`src/rtl/prt_frame_transmitter.sv`:
```
// Frame transmitter: streams a stored frame out of a slot of the frame buffer
// through a 2-deep valid/ready output buffer, then returns the slot.
//
// Ports:
//   clk, rst            : clock, asynchronous active-low reset
//   tx_req/tx_slot_id/tx_len -> tx_ack/tx_err : request handshake (IDLE only)
//   mem_rd_en/slot/addr -> mem_rd_data        : buffer read, data 1 cycle later
//   frame_out_valid/data/last <- frame_out_ready : byte stream to the sink
//   slot_free_valid/slot_free_id              : slot release pulse
//   busy                                      : high outside IDLE
module prt_frame_transmitter #(
    parameter int DATA_WIDTH  = 8,
    parameter int ADDR_WIDTH  = 11,
    parameter int NUM_ENTRIES = 10,
    parameter int FRAME_SIZE  = 1518,
    parameter int SLOT_W      = 4
) (
    input  logic                  clk,
    input  logic                  rst,
    input  logic                  tx_req,
    input  logic [SLOT_W-1:0]     tx_slot_id,
    input  logic [ADDR_WIDTH-1:0] tx_len,
    output logic                  tx_ack,
    output logic                  tx_err,
    output logic                  mem_rd_en,
    output logic [SLOT_W-1:0]     mem_rd_slot,
    output logic [ADDR_WIDTH-1:0] mem_rd_addr,
    input  logic [DATA_WIDTH-1:0] mem_rd_data,
    output logic                  frame_out_valid,
    output logic [DATA_WIDTH-1:0] frame_data_out,
    output logic                  frame_out_last,
    input  logic                  frame_out_ready,
    output logic                  slot_free_valid,
    output logic [SLOT_W-1:0]     slot_free_id,
    output logic                  busy
);

    typedef enum logic [1:0] {
        S_IDLE,
        S_STREAM,
        S_DRAIN,
        S_RELEASE
    } state_t;

    localparam logic [ADDR_WIDTH-1:0] ADDR_ONE = ADDR_WIDTH'(1);

    state_t                  state_q, state_d;
    logic [SLOT_W-1:0]       slot_q, slot_d;
    logic [ADDR_WIDTH-1:0]   len_q, len_d;
    logic [ADDR_WIDTH-1:0]   addr_q, addr_d;
    // read issued last cycle; its data is on mem_rd_data this cycle
    logic                    pend_q, pend_d;
    logic                    pend_last_q, pend_last_d;
    // output buffer: entry 0 is the head presented to the sink
    logic [1:0]              cnt_q, cnt_d;
    logic [DATA_WIDTH-1:0]   b0_data_q, b0_data_d;
    logic [DATA_WIDTH-1:0]   b1_data_q, b1_data_d;
    logic                    b0_last_q, b0_last_d;
    logic                    b1_last_q, b1_last_d;

    logic                    ack_c;
    logic                    err_c;
    logic                    rd_c;
    logic                    pop;
    logic                    room;
    logic                    rd_is_last;
    logic                    req_bad;

    assign pop        = (cnt_q != 2'd0) && frame_out_ready;
    // buffered + in-flight bytes; at most 3 so 2 bits suffice
    assign room       = (cnt_q + {1'b0, pend_q}) < 2'd2;
    assign rd_is_last = (addr_q == (len_q - ADDR_ONE));
    assign req_bad    = (32'(tx_slot_id) >= 32'(NUM_ENTRIES))
                     || (tx_len == '0)
                     || (32'(tx_len) > 32'(FRAME_SIZE));

    always_comb begin
        state_d     = state_q;
        slot_d      = slot_q;
        len_d       = len_q;
        addr_d      = addr_q;
        ack_c       = 1'b0;
        err_c       = 1'b0;
        rd_c        = 1'b0;

        unique case (state_q)
            S_IDLE: begin
                if (tx_req) begin
                    if (req_bad) begin
                        err_c = 1'b1;
                    end else begin
                        ack_c   = 1'b1;
                        slot_d  = tx_slot_id;
                        len_d   = tx_len;
                        addr_d  = '0;
                        state_d = S_STREAM;
                    end
                end
            end
            S_STREAM: begin
                if (room || pop) begin
                    rd_c = 1'b1;
                    // hold the address at len-1 so it never wraps
                    if (rd_is_last) begin
                        state_d = S_DRAIN;
                    end else begin
                        addr_d = addr_q + ADDR_ONE;
                    end
                end
            end
            S_DRAIN: begin
                if (pop && b0_last_q) begin
                    state_d = S_RELEASE;
                end
            end
            S_RELEASE: begin
                state_d = S_IDLE;
            end
            default: begin
                state_d = S_IDLE;
            end
        endcase
    end

    assign pend_d      = rd_c;
    assign pend_last_d = rd_c && rd_is_last;

    always_comb begin
        cnt_d     = cnt_q;
        b0_data_d = b0_data_q;
        b0_last_d = b0_last_q;
        b1_data_d = b1_data_q;
        b1_last_d = b1_last_q;
        if (pop) begin
            b0_data_d = b1_data_q;
            b0_last_d = b1_last_q;
            cnt_d     = cnt_q - 2'd1;
        end
        if (pend_q) begin
            if (cnt_d == 2'd0) begin
                b0_data_d = mem_rd_data;
                b0_last_d = pend_last_q;
            end else begin
                b1_data_d = mem_rd_data;
                b1_last_d = pend_last_q;
            end
            cnt_d = cnt_d + 2'd1;
        end
    end

    always_ff @(posedge clk or negedge rst) begin
        if (!rst) begin
            state_q     <= S_IDLE;
            slot_q      <= '0;
            len_q       <= '0;
            addr_q      <= '0;
            pend_q      <= 1'b0;
            pend_last_q <= 1'b0;
            cnt_q       <= 2'd0;
            b0_data_q   <= '0;
            b0_last_q   <= 1'b0;
            b1_data_q   <= '0;
            b1_last_q   <= 1'b0;
        end else begin
            state_q     <= state_d;
            slot_q      <= slot_d;
            len_q       <= len_d;
            addr_q      <= addr_d;
            pend_q      <= pend_d;
            pend_last_q <= pend_last_d;
            cnt_q       <= cnt_d;
            b0_data_q   <= b0_data_d;
            b0_last_q   <= b0_last_d;
            b1_data_q   <= b1_data_d;
            b1_last_q   <= b1_last_d;
        end
    end

    // the handshake is combinational from tx_req, so mask it during reset
    assign tx_ack          = ack_c && rst;
    assign tx_err          = err_c && rst;
    assign mem_rd_en       = rd_c;
    assign mem_rd_slot     = slot_q;
    assign mem_rd_addr     = addr_q;
    assign frame_out_valid = (cnt_q != 2'd0);
    assign frame_data_out  = b0_data_q;
    assign frame_out_last  = (cnt_q != 2'd0) && b0_last_q;
    assign slot_free_valid = (state_q == S_RELEASE);
    assign slot_free_id    = slot_q;
    assign busy            = (state_q != S_IDLE);

endmodule

```
`config.mk`:
```
export PLATFORM = sky130hd
export DESIGN_NAME = prt_frame_transmitter
export DESIGN_NICKNAME = d
export VERILOG_FILES = /design/src/rtl/prt_frame_transmitter.sv
export SDC_FILE = /design/constraint.sdc
export NUM_CORES = 1
export LEC_CHECK = 0
export BUFFER_PORTS_ARGS = -buffer_cell sky130_fd_sc_hd__buf_2
export CAP_MARGIN = 20
export CELL_PAD_IN_SITES_DETAIL_PLACEMENT = 1
export CELL_PAD_IN_SITES_GLOBAL_PLACEMENT = 1
export CORE_MARGIN = 4
export CORE_UTILIZATION = 43
export CTS_BUF_LIST = sky130_fd_sc_hd__clkbuf_2
export CTS_CLUSTER_SIZE = 12
export DETAILED_ROUTE_END_ITERATION = 7
export PLACE_DENSITY_LB_ADDON = 0.08
export SLEW_MARGIN = 40
export SYNTH_ARGS = -nofsm -noshare
export SYNTH_HDL_FRONTEND = slang
export SYNTH_SLANG_ARGS = --single-unit
```
`constraint.sdc`:
```
create_clock -name clk -period 4.48 [get_ports clk]
set_clock_uncertainty 0.15 [all_clocks]
set_input_delay 0.672 -clock clk [delete_from_list [all_inputs] [get_ports clk]]
set_output_delay 0.672 -clock clk [all_outputs]
set_load 0.005 [all_outputs]
```
# [Word-level counts from Yosys, hierarchy flattened]
# Cells that the tools add are included.
# Widths: inputs -> output; s select.
[word_totals] reg_bits=50 inputBits=27 out_inout_bits=34 elab_cells=77
[op_classes] addsub=5 n_lt_le_gt_ge=3 n_eq_ne=10 muxes=27 bitwise_logic=2 n_reduce_logical=19
[ops] cell="$mux 11" count=4
[ops] cell="$mux 8" count=3
[ops] cell="$pmux 11 s2" count=1
[ops] cell="$mux 2" count=7
[ops] cell="$ne 2x2->1 const B" count=6
[ops] cell="$add 11x1->11 const B" count=1
[ops] cell="$eq 11x11->1" count=1
[ops] cell="$gt 11x11->1 const B" count=1
[ops] cell="$logic_not 11->1" count=1
[ops] cell="$mux 1" count=11
[ops] cell="$sub 11x1->11 const B" count=1
[ops] cell="$reduce_and 5->1" count=2
[ops] cell="$pmux 2 s4" count=1
[ops] cell="$logic_and 1x1->1" count=6
[ops] cell="$reduce_bool 2->1" count=3
[ops] cell="$eq 2x2->1 const B" count=2
[ops] cell="$ge 4x4->1 const B" count=1
[ops] cell="$logic_not 2->1" count=2
[ops] cell="$logic_or 1x1->1" count=3
[ops] cell="$reduce_and 3->1" count=1
[ops] cell="$add 2x1->2" count=1
[ops] cell="$add 2x1->2 const B" count=1
[ops] cell="$eq 2x1->1 const B" count=1
[ops] cell="$lt 2x2->1 const B" count=1
[ops] cell="3 further kinds" count=4

# [Logic depth before layout (Yosys ltp)]
# Gate-level depths: netlist of run 1.
[depth] ltp_word=7 ltp_mapped=13 ltp_nobuf=11

# [Worst setup path before layout of run 1]
# No wires, ideal clock.
[synth_timing] path_type="reg-to-reg" startpoint="register len_q[0]" endpoint="register state_q[1]" setup_ns=0.125 arrival_time_ns=2.837 required_time_ns=4.205 path_slack_ns=1.368 path_stages_with_launch=12 path_buffers=1 period_less_slack_ns=3.112 path_cell_list="dfrtp_1 inv_1 ha_1 or3b_1 buf_2 nor3_2 xnor2_1 or4_1 a211o_1 nand2b_1 a221o_1 mux2_4"
[synth_between] elab_chain_len=4
[synth_lines] element="start: declaration" line="49" text="logic [ADDR_WIDTH-1:0] len_q, len_d;"
[synth_lines] element="start signal: assignment" line="167" text="len_q <= len_d;"
[synth_lines] element="$sub 11x1->11" line="72" text="assign rd_is_last = (addr_q == (len_q - ADDR_ONE));"
[synth_lines] element="$eq 11x11->1" line="72"
[synth_lines] element="$ne 2x2->1 (no source line)"
[synth_lines] element="$reduce_and 5->1 (no source line)"
[synth_lines] element="end signal: assignment" line="165" text="state_q <= state_d;"
[synth_lines] element="end: declaration" line="47" text="state_t state_q, state_d;"
# No other way between the ends.
# A chain may end at the register's enable or synchronous reset.

# [Final worst setup path of run 1]
[layout_timing] startpoint="register len_q[0]" endpoint="register addr_q[10] (netlist: mem_rd_addr[10])"
[layout_between] elab_chain_len=4
[layout_lines] element="$sub 11x1->11" line="72"
[layout_lines] element="$eq 11x11->1" line="72"
[layout_lines] element="$ne 2x2->1 (no source line)"
[layout_lines] element="$reduce_and 5->1 (no source line)"
[layout_lines] element="end signal: assignment" line="168" text="addr_q <= addr_d;"
[layout_lines] element="end: declaration" line="50" text="logic [ADDR_WIDTH-1:0] addr_q, addr_d;"
# No other way between the ends.

==> results.toml, run 1 <==
[pwr]
pwr-share-seq_pct = 40.3
vdd_ir_drop_max_v = 0.000301
p_switching_mw = 0.773
p_leak_nw = 1.47
p_total_mw = 2.00
combPwrFrac_pct = 44.5
powerDensity_nw_per_um2 = 621
p_sw_share_pct = 38.7
internal-power_mw = 1.22
power_frac_clock_pct = 15.2

[yosys]
async_flop_share_pct = 100
synth_top_family_by_area = "simple AND/OR/NAND/NOR gates"
synth.net_count = 315
synth_xor_area_share_pct = 4.98
synth_compound_area_share_pct = 10.7
synth_ff_type = "dfrtp_1"
synthSimpleGateAreaFrac_pct = 17.2
synth.area.mux_share_pct = 13.3
avgSynthCellArea_sq_um = 10.1
synth_edf_count = 0
yosysUniqueCellTypes = 48
ys_seq_elements = 50
synthAdderAreaFrac_pct = 4.00
ys.warnings.count = 0
synth_seq_area_share_pct = 44.5
syn_inst = 279
synthesis.area_sq_um = 2810

[timing]
tightest_slew_ps = 758
rsz0062_at_grt = "false"
slew_headroom_pct = 49.5
period_needed_ps = 3450
finalCritPeriodShare_pct = 76.9
max_freq_ghz = 0.290
setup_tns_ps = 0
setup_violations = 0
hold_viol = 0
finalMaxSlewViolations = 0

[floorplanning]
die_h_um = 88.9
initial_core_util_pct = 44.3
rows = 29
pin_count = 61
die_area_sq_um = 7900
die_w_um = 88.9
coreArea_sq_um = 6350

[placement]
routabilityCongestion = 0.797
hpwl_um = 4940
numPortBuffers = 60

[setup_path]
critPathLaunchType = "flop"
cp_max_fo = 22
critical_path_class = "flop to flop"
cp.arrival_ps = 3680
worstPathRequired_ps = 4710
worstSetupEndpointType = "flop"
reg2regPathDepth = 10

[clock_tree]
cts_tree = "built"
post_cts_buffers = 0
h-tree-depth = 2
clkLatencyLatePin_ps = 440
cts.sinks = 50
holdBufCountCts = 0
cts_root_buf = "clkbuf_2"
cts_resized = 0
clkTransAtPathRegs_ps = 270
cts_made_buffers = 5
clockBufferDepth = 2

[detailed_routing]
routed_wl_um = 6580
wire_per_inst_um = 16.2
viasPerCell = 5.47
vias = 2227
drtIter0Drc = 33
drc = 0
ant_nets = 0
first_pass_iters = 4

[global_routing]
grt_pass1_vias = 2201
grt_max_degree = 51
grt_use_total_pct = 17.8
grt_pass1_wl_um = 11000
antenna_found_initial = 0
grt_remaining_overflow = 0

[finish]
insertedDiodeCount = 0
drive_above_1_share_pct = 29.7
area_growth_pct = 14.3
nNetsFinal = 365
fin_util_pct = 50.6

[run_status]
status = "finished, final reports clean"

[job]
cap_violations = 0

[hold_path]
hp-class = "input pin to asynchronous set/reset pin"
sequential cells by signal, indices dropped and copies added (netlist names):
| name | cells |
|---|---|
| b1_last_q | 1 |
| frame_data_out | 8 |
| pend_last_q | 1 |
| mem_rd_addr | 11 |
| cnt_q | 2 |
| b0_last_q | 1 |
| len_q | 11 |
| b1_data_q | 8 |
| state_q | 2 |
| pend_q | 1 |
| mem_rd_slot | 4 |
worst paths after layout:
path,from,to,slack [ps]
max in group asynchronous,rst,len_q[4],3560
min reg2reg,pend_last_q,b0_last_q,380
min,rst,frame_data_out[5],190
max reg2reg,len_q[0],mem_rd_addr[10],1030
max,len_q[0],mem_rd_addr[10],1030
min in group clk,mem_rd_data[0],frame_data_out[0],270
cells by family after synthesis:
family                     after synthesis
adders and majority gates                9
buffers and inverters                   31
xor gates and xnor gates                16
DFF                                     50
AOI/OAI and AO/OA                       49
and+or+nand+nor                         90
muxes                                   34
power by group through the flow:
stage / clock network [mW] / registers (mW) / logic (mW)
floorplan: 0 / 0.769 / 0.719
detailed placement: 0 / 0.821 / 0.898
global route: 0.332 / 0.839 / 1.02
finish: 0.303 / 0.804 / 0.889
global placement: 0 / 0.812 / 0.879
CTS: 0.315 / 0.807 / 0.903
final cells by class:
type	count	area (sq um)
clock inverter	3	68.8
timing repair buffer	62	315
inverter	12	45.0
clock buffer	5	25.0
fill	740	3130
multi-input combinational	198	1410
sequential	50	1250
tap	77	96.3
cell usage after synthesis, types with 5 or more instances:
master	n	area, sq um
xnor2_1	11	96.3
or3_1	6	37.5
clkbuf_1	6	22.5
nand3_1	7	35.0
a21oi_1	12	60.1
mux2_2	22	248
mux2i_1	11	110
o21ai_0	19	95.1
inv_1	12	45.0
nand2b_1	5	31.3
dfrtp_1	50	1250
xor2_1	5	43.8
or4_1	8	60.1
ha_1	9	113
nor2_1	11	41.3
nand2_1	27	101
layer usage:
layer,global-route usage (%),wire length [um],up-vias
li1,-,-,1088
met1,24.0,3010,1097
met2,29.1,3200,33
met3,3.32,245,9
met4,5.49,127,0
met5,0,0,-
critical path, stage by stage (launching register included):
cell and delay (ps):
dfrtp_1 500, inv_1 90, ha_1 220, or3b_1 470, a211oi_1 290, nor4b_1 90, a31oi_1 210, a21oi_1 100
a211o_1 530, or4_1 580, a21oi_1 170
cell usage in the layout, fill, tap and decap left out, types with 3 or more instances in the layout:
master	instances
buf_2	60
dfrtp_1	50
nand2_1	27
mux2_2	22
o21ai_0	19
inv_1	12
a21oi_1	12
xnor2_1	11
nor2_1	11
mux2i_1	11
ha_1	9
or4_1	8
nand3_1	7
or3_1	6
xor2_1	5
nand2b_1	5
clkbuf_2	5
nor4_1	4
nor3_1	4
nor2b_1	3
metrics by stage:
stage	setup slack [ps]	cell area [sq um]	hold slack (ps)	std cells
after floorplan	1370	2810	226	279
after global placement	1200	3120	314	399
after detailed placement	1110	3120	334	399
after CTS	1040	3210	185	407
after global routing	851	3220	212	407
final	1030	3220	188	407
Power figures use the tool's default switching activity.
==> run 2: changes to the inputs <==
- ABC_AREA: unset -> 1
- CORE_UTILIZATION: 43 -> 41
- clock period: 4.48 -> 3.45 ns (I/O delays scaled with it)
==> results.toml, run 2 <==
[timing]
tightest_slew_ps = 720
period_needed_ps = 2830
finalMaxSlewViolations = 0
hold_viol = 0
holdWs_ps = 31.6
slew_headroom_pct = 51.9
finalCritPeriodShare_pct = 82.0
max_freq_ghz = 0.354
setup_tns_ps = 0
rsz0062_at_grt = "false"
setup_violations = 0
setup_slack_ps = 622

[placement]
hpwl_um = 6440
routabilityCongestion = 0.848
numPortBuffers = 60
place_ws_ps = 618

[yosys]
synthAdderAreaFrac_pct = 3.68
ys.warnings.count = 0
synth_ff_type = "dfrtp_1"
yosysMostFrequentCell = "nand2_1"
synth_xor_area_share_pct = 4.54
synth_seq_area_share_pct = 40.9
async_flop_share_pct = 100
yosysUniqueCellTypes = 29
synthSimpleGateAreaFrac_pct = 30.7
synth_top_area_cell = "dfrtp_1"
syn_inst = 419
yosys-top-cells-count = "nand2_1 (111), inv_1 (53), dfrtp_1 (50), o21ai_0 (38), nor2_1 (36)"
synth_top_family_by_area = "simple AND/OR/NAND/NOR gates"
synth_area_leaders = "dfrtp_1 (41%), nand2_1 (14%), inv_1 (6.5%)"
avgSynthCellArea_sq_um = 7.30
synth_edf_count = 0
synth_top_area_share_pct = 40.9
synth.net_count = 455
synthesis.area_sq_um = 3060
synth.area.mux_share_pct = 0.736
ys_seq_elements = 50
synth_compound_area_share_pct = 9.65

[clock_tree]
cts_root_buf = "clkbuf_2"
clkLatencyLatePin_ps = 450
holdBufCountCts = 0
cts_tree = "built"
h-tree-depth = 2
cts.sinks = 50
clkTransAtPathRegs_ps = 280
cts_resized = 0
clockBufferDepth = 2
post_cts_buffers = 0
cts_made_buffers = 5

[setup_path]
critical_path_class = "flop to primary output"
critPathLaunchType = "flop"
worstPathRequired_ps = 2780
cp_max_fo = 13
cp.arrival_ps = 2160
worstSetupEndpointType = "primary output"

[global_routing]
grt_max_degree = 51
grt_pass1_wl_um = 14600
grt_pass1_vias = 2989
antenna_found_initial = 0
grt_use_total_pct = 20.6
grt_remaining_overflow = 0

[pwr]
vdd_ir_drop_max_v = 0.000338
p_leak_nw = 1.85
powerDensity_nw_per_um2 = 821

[finish]
area_growth_pct = 14.0
insertedDiodeCount = 0
fin_util_pct = 48.1
layout_commonest_cell = "nand2_1"
drive_above_1_share_pct = 19.8
layout_common_cells = "nand2_1 (111), buf_2 (60), inv_1 (53)"
fill_cells = 989
nNetsFinal = 509

[detailed_routing]
drtIter0Drc = 126
routed_wl_um = 8250
viasPerCell = 4.98
vias = 2856
ant_nets = 0
first_pass_iters = 4
drc = 0
wire_per_inst_um = 14.4

[floorplanning]
pin_count = 61
rows = 31
coreArea_sq_um = 7250
die_area_sq_um = 8910
initial_core_util_pct = 42.2
die_h_um = 94.4
die_w_um = 94.4

[run_status]
status = "finished, final reports clean"

[hold_path]
hp-class = "input pin to asynchronous set/reset pin"

[job]
cap_violations = 0
run 2: area by class of cell:
cell class	instances	area [sq um]	area share (%)
tap	99	124	3.55
sequential	50	1250	35.9
clock inverter	3	43.8	1.25
timing repair buffer	63	323	9.25
multi-input combinational	296	1510	43.2
clock buffer	5	25.0	0.717
inverter	57	214	6.13
run 2: path summary, 6_finish.rpt:
path                                    start                end  slack (ps)  depth (start not counted)
worst max-delay path                 cnt_q[0]          mem_rd_en         620                          8
worst min register to register   b1_data_q[3]       b1_data_q[3]         380                          2
worst min-delay path                      rst           len_q[4]          30                          2
max in group asynchronous                 rst     mem_rd_addr[5]        2690                          2
min in group clk                tx_slot_id[0]     mem_rd_slot[0]         130                          2
worst max register to register       cnt_q[0]  frame_data_out[6]         620                         11
run 2: logic make-up (layout without fill, tap and decap cells):
group	after synthesis	in the layout
AOI/OAI and AO/OA	56	56
xor gates and xnor gates	15	15
adders and majority gates	9	9
buffers and inverters	73	128
DFF	50	50
muxes	2	2
and+or+nand+nor	214	214
run 2: metal layers:
metal	part of all wire [%]	vias up	track usage [%]
met5	0	-	0
met3	3.1	7	3.35
li1	-	1437	-
met4	0.90	0	4.45
met2	49	47	35.0
met1	47	1365	27.6
run 2: worst max-delay path: stages (launching register included):
cell and delay [ps]:
dfrtp_1 470, inv_1 80, ha_1 180, inv_1 60, nand2_1 380, nand3_1 210, nand2_1 130, inv_1 80
buf_2 130
run 2: metrics by stage:
| stage | instances | power (mW) | cell area (sq um) |
|---|---|---|---|
| after CTS | 573 | 2.91 | 3490 |
| after global routing | 573 | 3.19 | 3490 |
| after floorplan | 419 | 2.11 | 3060 |
| after detailed placement | 565 | 2.56 | 3420 |
| after global placement | 565 | 2.50 | 3420 |
| final | 573 | 2.87 | 3490 |
run 2: power by group:
| part | leakage [nW] | total, mW | internal [mW] | switching (mW) |
|---|---|---|---|---|
| logic | 1.17 | 1.49 | 0.548 | 0.946 |
| registers | 0.633 | 1.04 | 0.816 | 0.223 |
| clock network | 0.0433 | 0.333 | 0.124 | 0.208 |
| total | 1.85 | 2.87 | 1.49 | 1.38 |
==> run 3: changes to the inputs <==
- clock period: 3.45 -> 3 ns (I/O delays scaled with it)
==> results.toml, run 3 (synthesis gave the netlist of run 2 again) <==
[run_status]
status = "finished, final reports clean"

[detailed_routing]
wire_per_inst_um = 14.2
first_pass_iters = 4
vias = 2903
drc = 0
routed_wl_um = 8190
ant_nets = 0
drtIter0Drc = 77
viasPerCell = 5.05

[floorplanning]
initial_core_util_pct = 42.2
pin_count = 61
die_area_sq_um = 8910
die_h_um = 94.4
rows = 31
die_w_um = 94.4
coreArea_sq_um = 7250

[setup_path]
slowest_delay_ps = 470
worstSetupEndpointType = "flop"
cp_max_fo = 18
worstPathRequired_ps = 3200
cp.arrival_ps = 2880
crit_chain = "inv_1 -> ha_1 -> inv_1 -> nand2_1 -> inv_1 -> nand2_1 -> o21ai_0 -> ha_1 -> or2_2 -> nand2_1 -> o21ai_0"
critPathLaunchType = "flop"
cpMaxStageDelayCell = "dfrtp_1"
reg2regPathDepth = 11
critical_path_class = "flop to flop"

[finish]
fin_util_pct = 48.4
layout_common_cells = "nand2_1 (110), buf_2 (60), inv_1 (53)"
area_growth_pct = 14.7
final_cell_area_sq_um = 3510
layout_commonest_cell = "nand2_1"
fill_cells = 983
nNetsFinal = 511
insertedDiodeCount = 0
drive_above_1_share_pct = 20.2

[pwr]
p_total_mw = 3.28
powerDensity_nw_per_um2 = 936
vdd_ir_drop_max_v = 0.000424
p_leak_nw = 1.86

[global_routing]
grt_remaining_overflow = 0
grt_use_total_pct = 20.3
grt_max_degree = 51
antenna_found_initial = 0
grt_pass1_vias = 3088
grt_pass1_wl_um = 14500

[timing]
hold_viol = 0
tightest_slew_ps = 646
slew_headroom_pct = 56.9
setup_violations = 0
setup_tns_ps = 0
period_needed_ps = 2690
setup_slack_ps = 313
rsz0062_at_grt = "false"
max_freq_ghz = 0.372
finalCritPeriodShare_pct = 89.6
finalMaxSlewViolations = 0

[clock_tree]
cts_tree = "built"
h-tree-depth = 2
cts_root_buf = "clkbuf_2"
post_cts_buffers = 0
clkTransAtPathRegs_ps = 280
clockBufferDepth = 2
cts.sinks = 50
clkLatencyLatePin_ps = 440
cts_made_buffers = 5

[hold_path]
hp-class = "input pin to flop"
hold_depth = 2

[placement]
place_ws_ps = 284
routabilityCongestion = 0.837
numPortBuffers = 60
placed_cell_area_sq_um = 3430
hpwl_um = 6550

[job]
cap_violations = 0
[run 3: worst paths after layout]
| kind | from | endpoint | slack, ps |
|---|---|---|---|
| max | cnt_q[0] | b1_data_q[6] | 310 |
| min | tx_slot_id[0] | mem_rd_slot[0] | 80 |
| min in group asynchronous | rst | len_q[2] | 520 |
| min reg2reg | b1_data_q[7] | b1_data_q[7] | 380 |
| max reg2reg | cnt_q[0] | b1_data_q[6] | 310 |
| max in group asynchronous | rst | mem_rd_addr[9] | 1740 |
[run 3: worst max-delay path: cells and delay by family, from the launching register on]
family	cells	cell delay (ps)
and+or+nand+nor	4	970
DFF	1	470
adders and majority gates	2	410
buffers and inverters	3	400
AOI/OAI and AO/OA	2	190
[run 3: timing repair]
item	4_1_cts	5_1_grt
setup endpoints to repair	0	2
resized for setup	0	1
endpoints found under the hold margin	15	0
hold buffers	1	0
[run 3: area by class of cell]
type,instances,area (sq um),share of cell area [%]
multi-input combinational,296,1510,43.1
clock buffer,5,25.0,0.713
timing repair buffer,65,340,9.70
clock inverter,3,43.8,1.25
sequential,50,1250,35.7
tap,99,124,3.53
inverter,57,214,6.10
[run 3: report_power, final]
part / internal, mW / switching [mW]
clock: 0.143 / 0.229
combinational: 0.632 / 1.08
sequential: 0.939 / 0.256
[run 3: through the flow]
step           hold slack, ps  instances
2_1_floorplan            4.41        419
6_report                 77.3        575
3_3_place_gp              323        566
3_5_place_dp              334        566
4_1_cts                  62.6        575
5_1_grt                  40.1        575
[run 3: metal layers]
| layer | vias to the layer above | global-route usage [%] | wire length (um) |
|---|---|---|---|
| li1 | 1447 | - | - |
| met1 | 1405 | 26.3 | 3760 |
| met2 | 42 | 35.8 | 4120 |
| met3 | 9 | 2.87 | 231 |
| met4 | 0 | 4.69 | 80 |
| met5 | - | 0 | 0 |
